$ cat config.mk
export PLATFORM = sky130hd
export DESIGN_NAME = l0_cache_fill_unit
export DESIGN_NICKNAME = d
export VERILOG_FILES = /design/src/rtl/l0_cache_fill_unit.sv
export SDC_FILE = /design/constraint.sdc
export NUM_CORES = 1
export LEC_CHECK = 0
export ABC_AREA = 1
export BUFFER_PORTS_ARGS = -buffer_cell sky130_fd_sc_hd__buf_4
export CORE_AREA = 2 2 107 109
export DETAILED_ROUTE_END_ITERATION = 10
export DIE_AREA = 0 0 109 111
export PLACE_DENSITY = 0.8
export REMOVE_ABC_BUFFERS = 1
export SLEW_MARGIN = 10
export SYNTH_ARGS = -nofsm -noshare
export SYNTH_HDL_FRONTEND = slang
export SYNTH_SLANG_ARGS = --single-unit
export TNS_END_PERCENT = 5
$ cat constraint.sdc
create_clock -name i_clk -period 2.8 [get_ports i_clk]
set_input_delay 0.56 -clock i_clk [delete_from_list [all_inputs] [get_ports i_clk]]
set_output_delay 0.56 -clock i_clk [all_outputs]
set_load 0.1 [all_outputs]
$ cat src/rtl/l0_cache_fill_unit.sv
// -----------------------------------------------------------------------------
// l0_cache_fill_unit
//
// Write-side controller for the L0 data cache. Owns the cache RAM write port
// (tag, data, per-byte valid bits). After reset it walks every entry and clears
// its valid bits. It installs full words returned for load misses. It merges
// write-through stores into resident lines.
//
// Optional feature macro: L0_CACHE_STORE_ALLOCATE_EN
//   defined   : a store whose tag misses overwrites the entry (tag, lanes,
//               valid = byte_en)
//   undefined : a store whose tag misses leaves the entry untouched
//
// Ports
//   i_clk, i_rst        clock, synchronous active-high reset
//   i_store_*           retiring store (address, lane-aligned data, byte enables)
//   i_rd_tag            RAM tag read at the store index this cycle
//   i_rd_valid_bits     RAM valid bits read at the store index this cycle
//   i_miss_valid/_addr  cacheable load miss; a memory read has been issued
//   i_mem_rsp_*         memory read data returned for the outstanding miss
//   o_wr_*              RAM write port (combinational, lands at the next edge)
//   o_init_done         cache contents are usable
//   o_fill_busy         a miss fill is outstanding
// -----------------------------------------------------------------------------
module l0_cache_fill_unit #(
   parameter int unsigned XLEN                = 32,
   parameter int unsigned CacheDepth          = 128,
   parameter int unsigned CacheTagWidth       = 7,
   parameter int unsigned MEM_BYTE_ADDR_WIDTH = 16,
   parameter logic [XLEN-1:0] MMIO_ADDR       = 32'h4000_0000,
   localparam int unsigned IdxW               = $clog2(CacheDepth)
) (
   input  logic                     i_clk,
   input  logic                     i_rst,
   input  logic                     i_store_valid,
   input  logic [XLEN-1:0]          i_store_address,
   input  logic [XLEN-1:0]          i_store_data,
   input  logic [3:0]               i_store_byte_en,
   input  logic [CacheTagWidth-1:0] i_rd_tag,
   input  logic [3:0]               i_rd_valid_bits,
   input  logic                     i_miss_valid,
   input  logic [XLEN-1:0]          i_miss_address,
   input  logic                     i_mem_rsp_valid,
   input  logic [XLEN-1:0]          i_mem_rsp_data,
   output logic                     o_wr_en,
   output logic [IdxW-1:0]          o_wr_index,
   output logic [CacheTagWidth-1:0] o_wr_tag,
   output logic [XLEN-1:0]          o_wr_data,
   output logic [3:0]               o_wr_byte_en,
   output logic [3:0]               o_wr_valid_bits,
   output logic                     o_init_done,
   output logic                     o_fill_busy
);

   localparam logic [IdxW-1:0] LastIdx = IdxW'(CacheDepth - 1);

   typedef enum logic [1:0] {
      StInit,
      StIdle,
      StWaitRsp,
      StFillPend
   } state_e;

   // --------------------------------------------------------------------------
   // Registered state
   // --------------------------------------------------------------------------
   state_e                   r_state;
   logic [IdxW-1:0]          r_init_cnt;
   logic                     r_cancel;
   logic                     r_init_done;
   logic                     r_fill_busy;
   logic [IdxW-1:0]          r_fill_index;
   logic [CacheTagWidth-1:0] r_fill_tag;
   logic [XLEN-1:0]          r_fill_data;

   // --------------------------------------------------------------------------
   // Address decode
   // --------------------------------------------------------------------------
   function automatic logic f_cacheable(input logic [XLEN-1:0] addr);
      return (addr < MMIO_ADDR) && (addr[XLEN-1:MEM_BYTE_ADDR_WIDTH] == '0);
   endfunction

   logic [IdxW-1:0]          w_store_index;
   logic [CacheTagWidth-1:0] w_store_tag;
   logic                     w_store_cacheable;
   logic [IdxW-1:0]          w_miss_index;
   logic [CacheTagWidth-1:0] w_miss_tag;
   logic                     w_miss_cacheable;

   assign w_store_index     = i_store_address[IdxW+1:2];
   assign w_store_tag       = i_store_address[MEM_BYTE_ADDR_WIDTH-1:IdxW+2];
   assign w_store_cacheable = f_cacheable(i_store_address);
   assign w_miss_index      = i_miss_address[IdxW+1:2];
   assign w_miss_tag        = i_miss_address[MEM_BYTE_ADDR_WIDTH-1:IdxW+2];
   assign w_miss_cacheable  = f_cacheable(i_miss_address);

   // Byte offset within the word does not take part in indexing.
   logic w_unused_addr_bits;
   assign w_unused_addr_bits = ^{i_store_address[1:0], i_miss_address[1:0]};

   // --------------------------------------------------------------------------
   // Store path
   // --------------------------------------------------------------------------
   logic w_active;
   logic w_store_take;
   logic w_store_hit;
   logic w_store_write;

   assign w_active     = (r_state != StInit);
   assign w_store_take = w_active && i_store_valid && w_store_cacheable;
   assign w_store_hit  = (i_rd_tag == w_store_tag);

`ifdef L0_CACHE_STORE_ALLOCATE_EN
   assign w_store_write = w_store_take;
`else
   assign w_store_write = w_store_take && w_store_hit;
`endif

   // --------------------------------------------------------------------------
   // Fill path
   // --------------------------------------------------------------------------
   logic            w_fill_open;
   logic            w_store_match;
   logic            w_cancel;
   logic            w_fill_ready;
   logic            w_fill_write;
   logic [XLEN-1:0] w_fill_data;

   assign w_fill_open = (r_state == StWaitRsp) || (r_state == StFillPend);

   // A store to the very word being fetched makes the returned data stale,
   // whether or not the store itself hits the RAM; the fill must be dropped.
   assign w_store_match = w_fill_open && w_store_take &&
                          (w_store_index == r_fill_index) &&
                          (w_store_tag == r_fill_tag);
   assign w_cancel      = r_cancel || w_store_match;

   assign w_fill_ready = ((r_state == StWaitRsp) && i_mem_rsp_valid) ||
                         (r_state == StFillPend);
   assign w_fill_write = w_fill_ready && !w_cancel && !w_store_write;
   assign w_fill_data  = (r_state == StFillPend) ? r_fill_data : i_mem_rsp_data;

   // --------------------------------------------------------------------------
   // Write port mux: init sweep, then store, then fill
   // --------------------------------------------------------------------------
   always_comb begin
      o_wr_en         = 1'b0;
      o_wr_index      = '0;
      o_wr_tag        = '0;
      o_wr_data       = '0;
      o_wr_byte_en    = 4'h0;
      o_wr_valid_bits = 4'h0;
      if (r_state == StInit) begin
         o_wr_en    = 1'b1;
         o_wr_index = r_init_cnt;
      end else if (w_store_write) begin
         o_wr_en      = 1'b1;
         o_wr_index   = w_store_index;
         o_wr_tag     = w_store_tag;
         o_wr_data    = i_store_data;
         o_wr_byte_en = i_store_byte_en;
         // Tag hit merges into resident lanes; an allocating miss starts fresh.
         o_wr_valid_bits = w_store_hit ? (i_rd_valid_bits | i_store_byte_en)
                                       : i_store_byte_en;
      end else if (w_fill_write) begin
         o_wr_en         = 1'b1;
         o_wr_index      = r_fill_index;
         o_wr_tag        = r_fill_tag;
         o_wr_data       = w_fill_data;
         o_wr_byte_en    = 4'hF;
         o_wr_valid_bits = 4'hF;
      end
   end

   // --------------------------------------------------------------------------
   // Control FSM
   // --------------------------------------------------------------------------
   always_ff @(posedge i_clk) begin
      if (i_rst) begin
         r_state      <= StInit;
         r_init_cnt   <= '0;
         r_cancel     <= 1'b0;
         r_init_done  <= 1'b0;
         r_fill_busy  <= 1'b0;
         r_fill_index <= '0;
         r_fill_tag   <= '0;
         r_fill_data  <= '0;
      end else begin
         unique case (r_state)
            StInit: begin
               r_init_cnt <= r_init_cnt + 1'b1;
               if (r_init_cnt == LastIdx) begin
                  r_state     <= StIdle;
                  r_init_done <= 1'b1;
               end
            end
            StIdle: begin
               if (i_miss_valid && w_miss_cacheable) begin
                  r_fill_index <= w_miss_index;
                  r_fill_tag   <= w_miss_tag;
                  r_cancel     <= 1'b0;
                  r_fill_busy  <= 1'b1;
                  r_state      <= StWaitRsp;
               end
            end
            StWaitRsp: begin
               if (i_mem_rsp_valid) begin
                  if (w_cancel || !w_store_write) begin
                     // Written this cycle, or consumed without a write.
                     r_cancel    <= 1'b0;
                     r_fill_busy <= 1'b0;
                     r_state     <= StIdle;
                  end else begin
                     // Port taken by a store: park the data for a later cycle.
                     r_fill_data <= i_mem_rsp_data;
                     r_state     <= StFillPend;
                  end
               end else if (w_store_match) begin
                  r_cancel <= 1'b1;
               end
            end
            StFillPend: begin
               if (w_cancel || !w_store_write) begin
                  r_cancel    <= 1'b0;
                  r_fill_busy <= 1'b0;
                  r_state     <= StIdle;
               end
            end
            default: begin
               r_state <= StInit;
            end
         endcase
      end
   end

   assign o_init_done = r_init_done;
   assign o_fill_busy = r_fill_busy;

endmodule

==> metrics.csv <==
metric,value,unit
totalWireLength,15.0,mm
grt_usage,22.7,%
fp.dieH,111,um
worst-path-max-fanout,5,
crit_type,register to primary output,
violations,negative setup slack,
yosysTopAreaCell,dfxtp_1,
arrival,2.42,ns
cpMaxStageDelayCell,dfxtp_2,
max_freq,335,MHz
cts_tree,built,
ys_warn_count,0,
p_total,4140,uW
avgSynthCellArea,5.62,um^2
design_area,7100,um^2
regArea,1160,um^2
post-route-period-util,106,%
hold_viol_final,0,
critPathMaxStageDelay,0.33,ns
min_delay_path_depth,2,
status,finished with violations,
coreArea,11100,um^2
netlist_top_cells_count,"nor2_1, nand2_1, inv_1",
syn_area,4320,um^2
hold_buffers,0,
synth_edf_count,0,
worst_pin_slew,0.507,ns
root_buffer,clkbuf_16,
viasPerCell,4.89,
clk_path_buf_depth,2,
grt_max_degree,65,
io_pins,205,
ys_ff_latch,58,
multi_input_area,2880,um^2
hold_class,register to register,
regToRegSetupSlack,0.53,ns
async_flop_share,0,%
final_layout_size_suffix_gt1_share,33.1,%
core.rowCount,39,
peakVddDrop,0.000542,V
avgRoutedWirePerCell,13.2,um
portBuffers,200,
setup_viol,55,
via_count,5537,
r2r_end,r_fill_data[23],
dr.pass1.iters,7,
insertion_delay,0.32,ns
fin_ws,-0.181,ns
period_needed,2.98,ns
clkTransAtPathRegs,0.05,ns
hp-start,o_init_done,
yosys_most_used_dff,dfxtp_1,
dpl.hpwl,10.2,mm
final_max_slew_viol_count,0,
cp_common_cell,nor2_4,
die_x,109,um
grt_pass1_vias,4849,
antenna_cells,0,
grt-ovfl-total,0,
syn_to_final_growth,64.1,%
num-fill-cells,990,
globalplace.congestion,0.908,
antenna_left,0,
synthCells,770,
place_area,6100,um^2
rsz0062_at_grt,yes,
r2r_start,r_state[1],
clock-sinks,58,
yosysMostFrequentCell,nor2_1,
critPathLaunchType,register,
grt_pass1_wl,22.1,mm
cts-buffers-inserted,9,
antenna_found_initial,0,
drc,0,
cap_violations,0,
ff2ff_path_depth,15,
synth_seq_area_share,26.9,%
drt_first_iter_violations,285,
finClkSkew,0.00587,ns
synth_top_cell_area_share,26.9,%
whs_endpoint,o_init_done,
slew_headroom,66.2,%
die_area,12100,um^2
synth_area_leaders,"dfxtp_1, nor2_1, nand2_1, a21oi_1, inv_1",
p_leak,0.00339,uW
end_kind,primary output,
nets,1139,
cellPowerDensity,583,nW/um^2
yosys.cell_types.count,29,
initial_core_util,39.0,%
fin_hold_ws,0.475,ns
critPathRequiredTime,2.24,ns
htree_levels,3,
crit_chain,"inv_1, ha_4, nor2_4, nand3_2, nor2_4, inv_2, nor2_4, nand3_4, nand4_4, clkbuf_16, nor2_2, a21oi_1, nor2_1, buf_6",
## critical path: cells and delay by family, from the launching register on
family / cells / cell delay (ns)
AOI/OAI and AO/OA: 1 / 0.12
adders and majority gates: 1 / 0.18
buffers and inverters: 4 / 0.53
DFF: 1 / 0.33
and+or+nand+nor: 8 / 0.96
## cell families (layout without fill, tap and decap cells)
| group | after synthesis | after routing | share of synthesized area [%] |
|---|---|---|---|
| buf+inv | 129 | 348 | 13.0 |
| flops | 58 | 58 | 26.9 |
| compound gates | 129 | 129 | 15.1 |
| fa+ha+maj | 6 | 6 | 1.74 |
| simple gates | 443 | 444 | 42.3 |
| xor+xnor | 5 | 5 | 1.01 |
## per-layer routing
layer	GRT usage, %	routed length [um]	vias up
met5	0	0	-
li1	-	-	2825
met1	27.2	5910	2436
met2	39.5	7360	253
met3	5.88	1480	23
met4	6.07	233	0
## per-stage QoR
stage	util (%)	setup slack, ns	std cells	TNS [ns]
after floorplan	-	-1.84	731	-93.46
after global placement	55.1	-0.0575	1108	-0.112
after detailed placement	55.1	-0.0792	1108	-0.268
after CTS	60.9	-0.0725	1125	-1.69
after global routing	64.1	-0.324	1133	-13.58
final	64.1	-0.181	1133	-6.34
## registers in the layout (all words and copies together), names as in the netlist
| register | flops |
|---|---|
| o_fill_busy | 1 |
| o_init_done | 1 |
| r_cancel | 1 |
| r_fill_data | 32 |
| r_fill_index | 7 |
| r_fill_tag | 7 |
| r_init_cnt | 7 |
| r_state | 2 |
## cell usage in the layout, fill, tap and decap left out, types with 3 or more instances in the layout
| master | count |
|---|---|
| clkbuf_16 | 11 |
| a21oi_1 | 55 |
| buf_4 | 171 |
| inv_1 | 84 |
| buf_6 | 56 |
| nor2_4 | 12 |
| ha_4 | 3 |
| nand2_1 | 153 |
| nor2_2 | 18 |
| inv_2 | 4 |
| o21ai_0 | 56 |
| nor3_2 | 3 |
| ha_1 | 3 |
| nand2_2 | 3 |
| nor2_1 | 193 |
| nand3_2 | 3 |
| dfxtp_1 | 56 |
| nand3_1 | 40 |
| buf_12 | 11 |
| xnor2_1 | 3 |
| nand4_1 | 4 |
| nor3_1 | 5 |
| nand4_4 | 3 |
| a21oi_2 | 14 |
| nand2_4 | 3 |
## power breakdown
| part | switching (uW) | total, uW | internal, uW |
|---|---|---|---|
| Clock | 378 | 1180 | 803 |
| Combinational | 1380 | 2080 | 702 |
| Sequential | 20.5 | 879 | 859 |
## timing repair
action,4_1_cts,5_1_grt
pin swaps,4,23
gates resized for setup,84,68
gates cloned,0,5
buffers inserted,1,3
endpoints found under the setup margin,55,55
## area by class of cell
type / count / area share [%]
multi-input cells: 584 / 40.5
repair buffers: 242 / 31.2
flip-flops and latches: 58 / 16.4
inverters: 90 / 4.80
clock buffers: 12 / 3.47
well taps: 143 / 2.52
clock inverters: 4 / 1.06
## worst max-delay path by stage
stage                        start  cells after the start                 end  slack (ns)
3_3_place_gp   i_store_address[17]                     12  o_wr_valid_bits[1]       -0.06
5_1_grt                 r_state[0]                     16        o_wr_data[9]       -0.32
6_report                r_state[1]                     14       o_wr_data[22]       -0.18
2_1_floorplan           r_state[1]                     12       o_wr_index[2]       -1.84
4_1_cts                 r_state[0]                     15        o_wr_data[5]       -0.07
3_5_place_dp   i_store_address[17]                     12  o_wr_valid_bits[1]       -0.08
Note: power is estimated with default switching activity, not from simulation.
